`config.mk`:
```
export PLATFORM = sky130hd
export DESIGN_NAME = alu_arbiter
export DESIGN_NICKNAME = d
export VERILOG_FILES = /design/src/rtl/alu_arbiter.sv
export SDC_FILE = /design/constraint.sdc
export NUM_CORES = 1
export LEC_CHECK = 0
export ABC_CLOCK_PERIOD_IN_PS = 8100
export CELL_PAD_IN_SITES_DETAIL_PLACEMENT = 1
export CELL_PAD_IN_SITES_GLOBAL_PLACEMENT = 1
export CORE_MARGIN = 4
export CORE_UTILIZATION = 33
export CTS_CLUSTER_DIAMETER = 200
export DETAILED_ROUTE_END_ITERATION = 12
export PLACE_DENSITY = 0.95
export SLEW_MARGIN = 20
export SYNTH_ARGS = -nofsm -noshare
export SYNTH_HDL_FRONTEND = slang
export SYNTH_SLANG_ARGS = --single-unit
```
`constraint.sdc`:
```
create_clock -name CLK -period 8.1 [get_ports CLK]
set_input_delay 1.215 -clock CLK [delete_from_list [all_inputs] [get_ports CLK]]
set_output_delay 1.215 -clock CLK [all_outputs]
set_load 0.01 [all_outputs]
```
`src/rtl/alu_arbiter.sv`:
```
// Round-robin arbiter sharing one external ALU among NREQ requesters.
// Each transaction runs IDLE -> EXEC -> DONE with registered operands and results.
module alu_arbiter #(
   parameter int NREQ   = 2,
   parameter int OP_W   = 4,
   parameter int WORD_W = 32
) (
   input  logic                           CLK,
   input  logic                           RST,
   input  logic [NREQ-1:0]                req,
   input  logic [NREQ-1:0][OP_W-1:0]      req_op,
   input  logic [NREQ-1:0][WORD_W-1:0]    req_a,
   input  logic [NREQ-1:0][WORD_W-1:0]    req_b,
   output logic [NREQ-1:0]                ack,
   output logic [WORD_W-1:0]              rsp_out,
   output logic                           rsp_zero,
   output logic                           rsp_neg,
   output logic                           rsp_ovf,
   output logic                           busy,
   output logic [OP_W-1:0]                alu_op_o,
   output logic [WORD_W-1:0]              alu_a_o,
   output logic [WORD_W-1:0]              alu_b_o,
   input  logic [WORD_W-1:0]              alu_out_i,
   input  logic                           alu_zero_i,
   input  logic                           alu_neg_i,
   input  logic                           alu_ovf_i
);

   localparam int IDX_W = $clog2(NREQ);

   typedef enum logic [1:0] {IDLE, EXEC, DONE} state_t;

   state_t              state_q;
   logic [IDX_W-1:0]    gnt_q, rr_ptr_q, gnt_d, rr_ptr_d;
   logic                found_d;
   logic [OP_W-1:0]     op_q;
   logic [WORD_W-1:0]   a_q, b_q, rsp_out_q;
   logic                rsp_zero_q, rsp_neg_q, rsp_ovf_q;
   logic [NREQ-1:0]     ack_q;
   logic                busy_q;

   // Scan downward so the requester closest to rr_ptr is the last (winning) match.
   always_comb begin
      gnt_d   = rr_ptr_q;
      found_d = 1'b0;
      for (int i = NREQ - 1; i >= 0; i--) begin
         if (req[(int'(rr_ptr_q) + i) % NREQ]) begin
            gnt_d   = IDX_W'((int'(rr_ptr_q) + i) % NREQ);
            found_d = 1'b1;
         end
      end
      rr_ptr_d = (gnt_q == IDX_W'(NREQ - 1)) ? '0 : gnt_q + 1'b1;
   end

   always_ff @(posedge CLK or posedge RST) begin
      if (RST) begin
         state_q    <= IDLE;
         gnt_q      <= '0;
         rr_ptr_q   <= '0;
         op_q       <= '0;
         a_q        <= '0;
         b_q        <= '0;
         rsp_out_q  <= '0;
         rsp_zero_q <= 1'b0;
         rsp_neg_q  <= 1'b0;
         rsp_ovf_q  <= 1'b0;
         ack_q      <= '0;
         busy_q     <= 1'b0;
      end else begin
         case (state_q)
            IDLE: begin
               if (found_d) begin
                  gnt_q   <= gnt_d;
                  op_q    <= req_op[gnt_d];
                  a_q     <= req_a[gnt_d];
                  b_q     <= req_b[gnt_d];
                  busy_q  <= 1'b1;
                  state_q <= EXEC;
               end
            end
            EXEC: begin
               rsp_out_q      <= alu_out_i;
               rsp_zero_q     <= alu_zero_i;
               rsp_neg_q      <= alu_neg_i;
               rsp_ovf_q      <= alu_ovf_i;
               ack_q          <= '0;
               ack_q[gnt_q]   <= 1'b1;
               state_q        <= DONE;
            end
            DONE: begin
               ack_q    <= '0;
               busy_q   <= 1'b0;
               rr_ptr_q <= rr_ptr_d;
               state_q  <= IDLE;
            end
            default: begin
               ack_q   <= '0;
               busy_q  <= 1'b0;
               state_q <= IDLE;
            end
         endcase
      end
   end

   assign ack      = ack_q;
   assign busy     = busy_q;
   assign rsp_out  = rsp_out_q;
   assign rsp_zero = rsp_zero_q;
   assign rsp_neg  = rsp_neg_q;
   assign rsp_ovf  = rsp_ovf_q;
   assign alu_op_o = op_q;
   assign alu_a_o  = a_q;
   assign alu_b_o  = b_q;

   always @(posedge CLK) begin
      if (!RST) begin
         assert ($onehot0(ack_q));
         assert ((ack_q == '0) || (state_q == DONE));
         assert (busy_q == (state_q != IDLE));
      end
   end

endmodule

```
; Yosys cells after proc, flatten, opt, wreduce, memory -nomap -nowiden
; Index checks and enable logic that the tools add are counted.
[word_totals]
ff_bits = 110
latchBits = 0
mem_bits_rw = 0
rom_bits = 0
in_bits = 175
out_inout_bits = 106
word_cells = 51
memories = 0
[op_classes]
n_addsub = 2
mul = 0
div = 0
n_lt_le_gt_ge = 5
n_eq_ne = 3
n_shift = 0
mux = 23
bitwise = 2
n_reduce_logical = 4
[ops]
columns = operator, n
row1 = 32-bit two-way mux, 4
row2 = 1-bit two-way mux, 12
row3 = 4-bit two-way mux, 2
row4 = 2-bit case mux with 2 select lines, 2
row5 = "1-bit by 2-bit < comparator with 1-bit output, second input constant", 3
row6 = 2-bit AND reduction, 2
row7 = "2-bit by 3-bit < comparator with 1-bit output, second input constant", 1
row8 = "1-bit adder, second input constant", 2
row9 = "2-bit by 1-bit equality test with 1-bit output, second input constant", 1
row10 = "2-bit equality test, second input constant", 1
row11 = 2-bit logical NOT, 1
row12 = 2-bit two-way mux, 1
row13 = "2-bit inequality test, second input constant", 1
row14 = 1-bit case mux with 2 select lines, 1
row15 = "1-bit AND, first input constant", 1
row16 = 1-bit demux with 1-bit select, 1
row17 = "1-bit greater-or-equal comparator, second input constant", 1
row18 = 1-bit logical AND, 1
row19 = 1-bit inverter, 1

; Longest topological paths before layout
[logic_depth]
ltp_word = 9
ltp_mapped = 6
ltp_nobuf = 3

; Worst setup path after synthesis
; Ideal clock, no wire load.
[synth_path]
path_kind = input -> register
from = in req[0]
to = reg b_q[10] (netlist: alu_b_o[10])
setup_time_ns = 0.129
arrival_time_ns = 1.983
required_time_ns = 7.971
path_slack_ns = 5.988
cell_stages = 6
n_path_buf = 3
path_cell_list = buf_4 > inv_4 > buf_2 > buf_2 > o2111ai_1 > nand3_1
[synth_via]
elab_chain_len = 7
elab_cells_between_ends = 12
cone_classes = 11 x mux / 1 x reduce/logical
[synth_lines]
columns = element, line_no
row1 = start: declaration, 10  ; input logic [NREQ-1:0] req,
row2 = 1-bit two-way mux (implied by the code) (3 in series), 47  ; if (req[(int'(rr_ptr_q) + i) % NREQ]) begin
row3 = 1-bit two-way mux (2 in series), 47
row4 = 32-bit two-way mux (implied by the code) (2 in series), 76  ; b_q <= req_b[gnt_d];
row5 = end signal: assignment, 76
row6 = end: declaration, 37  ; logic [WORD_W-1:0] a_q, b_q, rsp_out_q;
; Parallel ways exist; a longest one is shown, timed or not. The select of a mux whose other input is x is not followed.
; A chain may end at the register's enable or synchronous reset.

; Worst setup path after layout
[layout_path]
from = in req[1]
to = reg b_q[11] (netlist: alu_b_o[11])
; Same word-level chain as after synthesis.

==> summary.md <==
The synthesized netlist contains 24 unique library cells. The final-report hold violation count was 0. The flow ran to the end, and the final reports show no timing, DRC or antenna violations. The reported leakage power is 3.43 nW, and the number of port buffers is 280.

Adder and majority cell fraction of the synthesized area: 0. For the maximum root-to-sink buffer count, the log shows 2. The final core utilization was 0.519. The basic-gate share of the synthesized area counting and, or, nand and nor cells works out to 0.0695.

The number of core rows was 47; the iteration count of the initial detailed-routing pass was 5. The highest clock rate was 0.323 GHz; the via density per instance was 5.97. The final route contains 5,779 vias. For this block, the routed nets add up to 24,300 um of wire. Counting flops and latches in the post-synthesis netlist gives 110.

Of all cell types, the one taking the most synthesized area is sky130_fd_sc_hd__dfrtp_1. The tools report the post-place instance area as 8410 um2. Data on the critical path is required at its endpoint by 8.33 ns.

Across the whole layout, storage elements account for 2750 um2. TritonCTS created 9 clock buffers. The tools report the launch point of the worst path as req[1]. The worst register-to-register path begins at state_q[0]$_DFFE_PP0P_. For the number of max-slew violations in the final report, the log shows 0.

The number of buffers added to fix hold violations after cts was 0. In this run the vertical extent of the chip is 140 um. The worst setup path is of the input port to register kind. The cell area after layout was 8740 um2.

For the number of antenna violations at the first check in global routing, the log shows 1. For this run, design rule violations remaining after detail routing come to 0. After global routing the overflow that remains totals 0. The post-synthesis area per instance is 11.1 um2, and the clock-pin slew of the registers on the worst-case setup and hold paths is 0.08 ns. At the pin with the least slew margin, the transition time is 0.938 ns. The largest single stage delay on the critical path is 0.65 ns. The initial core utilization was 0.341. The startpoint identified for the worst hold timing path is alu_b_o[20]$_DFFE_PP0P_.

The die width came out at 140 um. The run gives 6,203 as the via count of the first global-routing pass. In the final layout, the multi-input gates occupy 2480 um2. The die covers 19,600 um2. At the later pin of the worst-skew pair, clock insertion delay measures 0.35 ns. The share of the synthesized area in compound gates (AO/OA/AOI/OAI) works out to 0.271. Between clock sinks in the finished design, the worst skew comes to 0.00933 ns. The number of nets in the synthesized netlist was 694; the xor and xnor area share after synthesis was 0. Setup repair after global routing left no endpoint under its margin. After synthesis, the largest family of logic cells by area is compound AO/OA/AOI/OAI gates. TritonCTS built the clock tree. For this run, the number of Yosys warnings is 0. The areal power density over the cells was 364 nW/um2.

The relative max-transition margin was 0.374. The clock tree synthesis step divided the H-tree into 3 levels. Counting every sink on the clock net gives 110. The share of the clock period used by the worst path works out to 0.382.

For this block, the initial DRC count from the detailed router was 453. The area of the mapped netlist is 5740 um2. The signal on the critical path passes through buf_2 -> buf_4 -> inv_2 -> buf_4 -> o2111ai_1 -> nand3_1. Along the worst hold path, the cell count comes to 2.

Buffers added to address setup during post-CTS repair amount to 0. STA classifies the critical path endpoint as a register. The run gives 281 as the top-level I/O count.

The highest-delay cell along the critical path was sky130_fd_sc_hd__buf_4. The final layout contains 917 nets. For the total global-route track usage, the log shows 0.241. Ranked by total cell area, the synthesized netlist is headed by sky130_fd_sc_hd__dfrtp_1 48%, sky130_fd_sc_hd__o2111ai_1 21%, sky130_fd_sc_hd__mux2_4 7.6%. For the area inside the core boundary, the log shows 16,800 um2. The worst hold path belongs to the class register to register. The count of nets left with antenna violations once routing finished came out at 0.

The first global-routing pass estimated 37,400 um of wire. The share of final-layout standard cells stronger than drive strength 1 works out to 0.0964. The largest driver fanout on the critical path was 71. The data arrival time of the worst path was 3.32 ns; the aggregate negative setup slack was 0 ns. The worst-case IR drop observed on VDD is 199 uV. The worst register-to-register path has a depth of 4.

Among the stages of the critical path, the cell type that occurs most often is sky130_fd_sc_hd__buf_4. The run gives 0 as the number of endpoints failing setup at the final stage. The routed design could run at a clock period as short as 3.09 ns. The filler cells instantiated in the layout total 1,830. Kind of launch point of the worst setup path: an input port. The tools report the count of cells resized by post-cts repair as 0.

The cell count after synthesis came out at 519. The post-synthesis to final-layout area growth is 52.2%, and the routability congestion estimate is 0.768. The clock root buffer is sky130_fd_sc_hd__clkbuf_16.

Sequential cell area fraction in the yosys report: 0.480. Detailed placement ended at an HPWL of 16,500 um. The portion of netlist area occupied by mux cells came out at 0.0911. Wire length per cell after detailed routing: 25.1 um. The pin count of the biggest net entering global routing was 89. The area share of the largest cell type after synthesis is 0.480, and the max-capacitance violation count is 0.
critical path: cells and delay by family:
kind / cells / cell delay, ns
and+or+nand+nor: 1 / 0.12
AOI/OAI and AO/OA: 1 / 0.30
buffers and inverters: 4 / 1.65
cells in the final DEF, fill, tap and decap left out, types with 6 or more instances in the layout:
cell type / instances
sky130_fd_sc_hd__dfrtp_1: 109
sky130_fd_sc_hd__nand3_1: 68
sky130_fd_sc_hd__mux2_4: 29
sky130_fd_sc_hd__o2111ai_1: 136
sky130_fd_sc_hd__clkdlybuf4s50_1: 278
sky130_fd_sc_hd__o21ai_0: 30
sky130_fd_sc_hd__mux2_2: 6
sky130_fd_sc_hd__clkbuf_16: 9
sky130_fd_sc_hd__o21ai_1: 39
sky130_fd_sc_hd__buf_4: 10
metrics by stage:
step                      cells  hold slack [ns]  setup WS (ns)  power [W]
after global routing        968            0.516           4.89    0.00336
after CTS                   966            0.498           5.04    0.00318
after detailed placement    950            0.482           4.66    0.00273
after global placement      950            0.474           4.80    0.00262
after floorplan             519            0.479           3.98    0.00194
final                       968            0.495           5.01    0.00318
path summary, 6_finish.rpt:
kind / end / slack, ns
max in group asynchronous: rr_ptr_q$_DFFE_PP0N_ / 5.48
min: alu_b_o[20]$_DFFE_PP0P_ / 0.50
max: alu_b_o[11]$_DFFE_PP0P_ / 5.01
min reg2reg: alu_b_o[20]$_DFFE_PP0P_ / 0.50
max reg2reg: alu_a_o[13]$_DFFE_PP0P_ / 5.71
min in group asynchronous: alu_b_o[14]$_DFFE_PP0P_ / 1.34
final cells by class:
| class | instances | share of cell area |
|---|---|---|
| clock inverters | 6 | 0.00773 |
| diodes | 1 | 0.000286 |
| multi-input cells | 323 | 0.284 |
| well taps | 220 | 0.0315 |
| repair buffers | 291 | 0.331 |
| inverters | 7 | 0.00358 |
| flip-flops and latches | 110 | 0.315 |
| clock buffers | 10 | 0.0262 |
cell usage after synthesis:
master,count
sky130_fd_sc_hd__buf_12,3
sky130_fd_sc_hd__nand3_1,68
sky130_fd_sc_hd__buf_4,13
sky130_fd_sc_hd__o22ai_1,1
sky130_fd_sc_hd__dfrtp_1,110
sky130_fd_sc_hd__nor2_2,1
sky130_fd_sc_hd__nand2_1,3
sky130_fd_sc_hd__a32o_1,1
sky130_fd_sc_hd__mux2i_1,2
sky130_fd_sc_hd__inv_4,1
sky130_fd_sc_hd__nand2b_1,2
sky130_fd_sc_hd__o2111ai_1,136
sky130_fd_sc_hd__mux2_4,29
sky130_fd_sc_hd__buf_6,9
sky130_fd_sc_hd__or2_1,1
sky130_fd_sc_hd__o21ai_1,39
sky130_fd_sc_hd__mux2_2,6
sky130_fd_sc_hd__nor2_4,1
sky130_fd_sc_hd__buf_2,17
sky130_fd_sc_hd__nor2_1,3
sky130_fd_sc_hd__inv_2,2
sky130_fd_sc_hd__clkbuf_1,37
sky130_fd_sc_hd__o21ai_0,30
sky130_fd_sc_hd__inv_1,4
power by group:
part	internal (W)	leakage (nW)	switching, W
registers	0.000823	1.33	0.000200
clock network	0.000219	0.144	0.000228
logic	0.000856	1.95	0.000855
per-layer routing:
| layer | vias up | routed length, um | global-route usage |
|---|---|---|---|
| met5 | - | 0 | 0 |
| met4 | 0 | 950 | 0.0943 |
| met3 | 57 | 1340 | 0.0401 |
| met2 | 274 | 12600 | 0.427 |
| met1 | 2905 | 9420 | 0.291 |
| li1 | 2543 | - | - |
cell families (layout without fill, tap and decap cells):
| kind of cell | Yosys count | in the layout |
|---|---|---|
| mux | 37 | 37 |
| other cells | 0 | 1 |
| buf+inv | 86 | 314 |
| flops | 110 | 110 |
| compound gates | 207 | 207 |
| simple gates | 79 | 79 |
sequential cells by signal (all words and copies together) (netlist names):
| signal | cells |
|---|---|
| ack | 2 |
| alu_a_o | 32 |
| alu_b_o | 32 |
| alu_op_o | 4 |
| busy | 1 |
| gnt_q | 1 |
| rr_ptr_q | 1 |
| rsp_neg | 1 |
| rsp_out | 32 |
| rsp_ovf | 1 |
| rsp_zero | 1 |
| state_q | 2 |
Note: power is estimated with default switching activity, not from simulation.
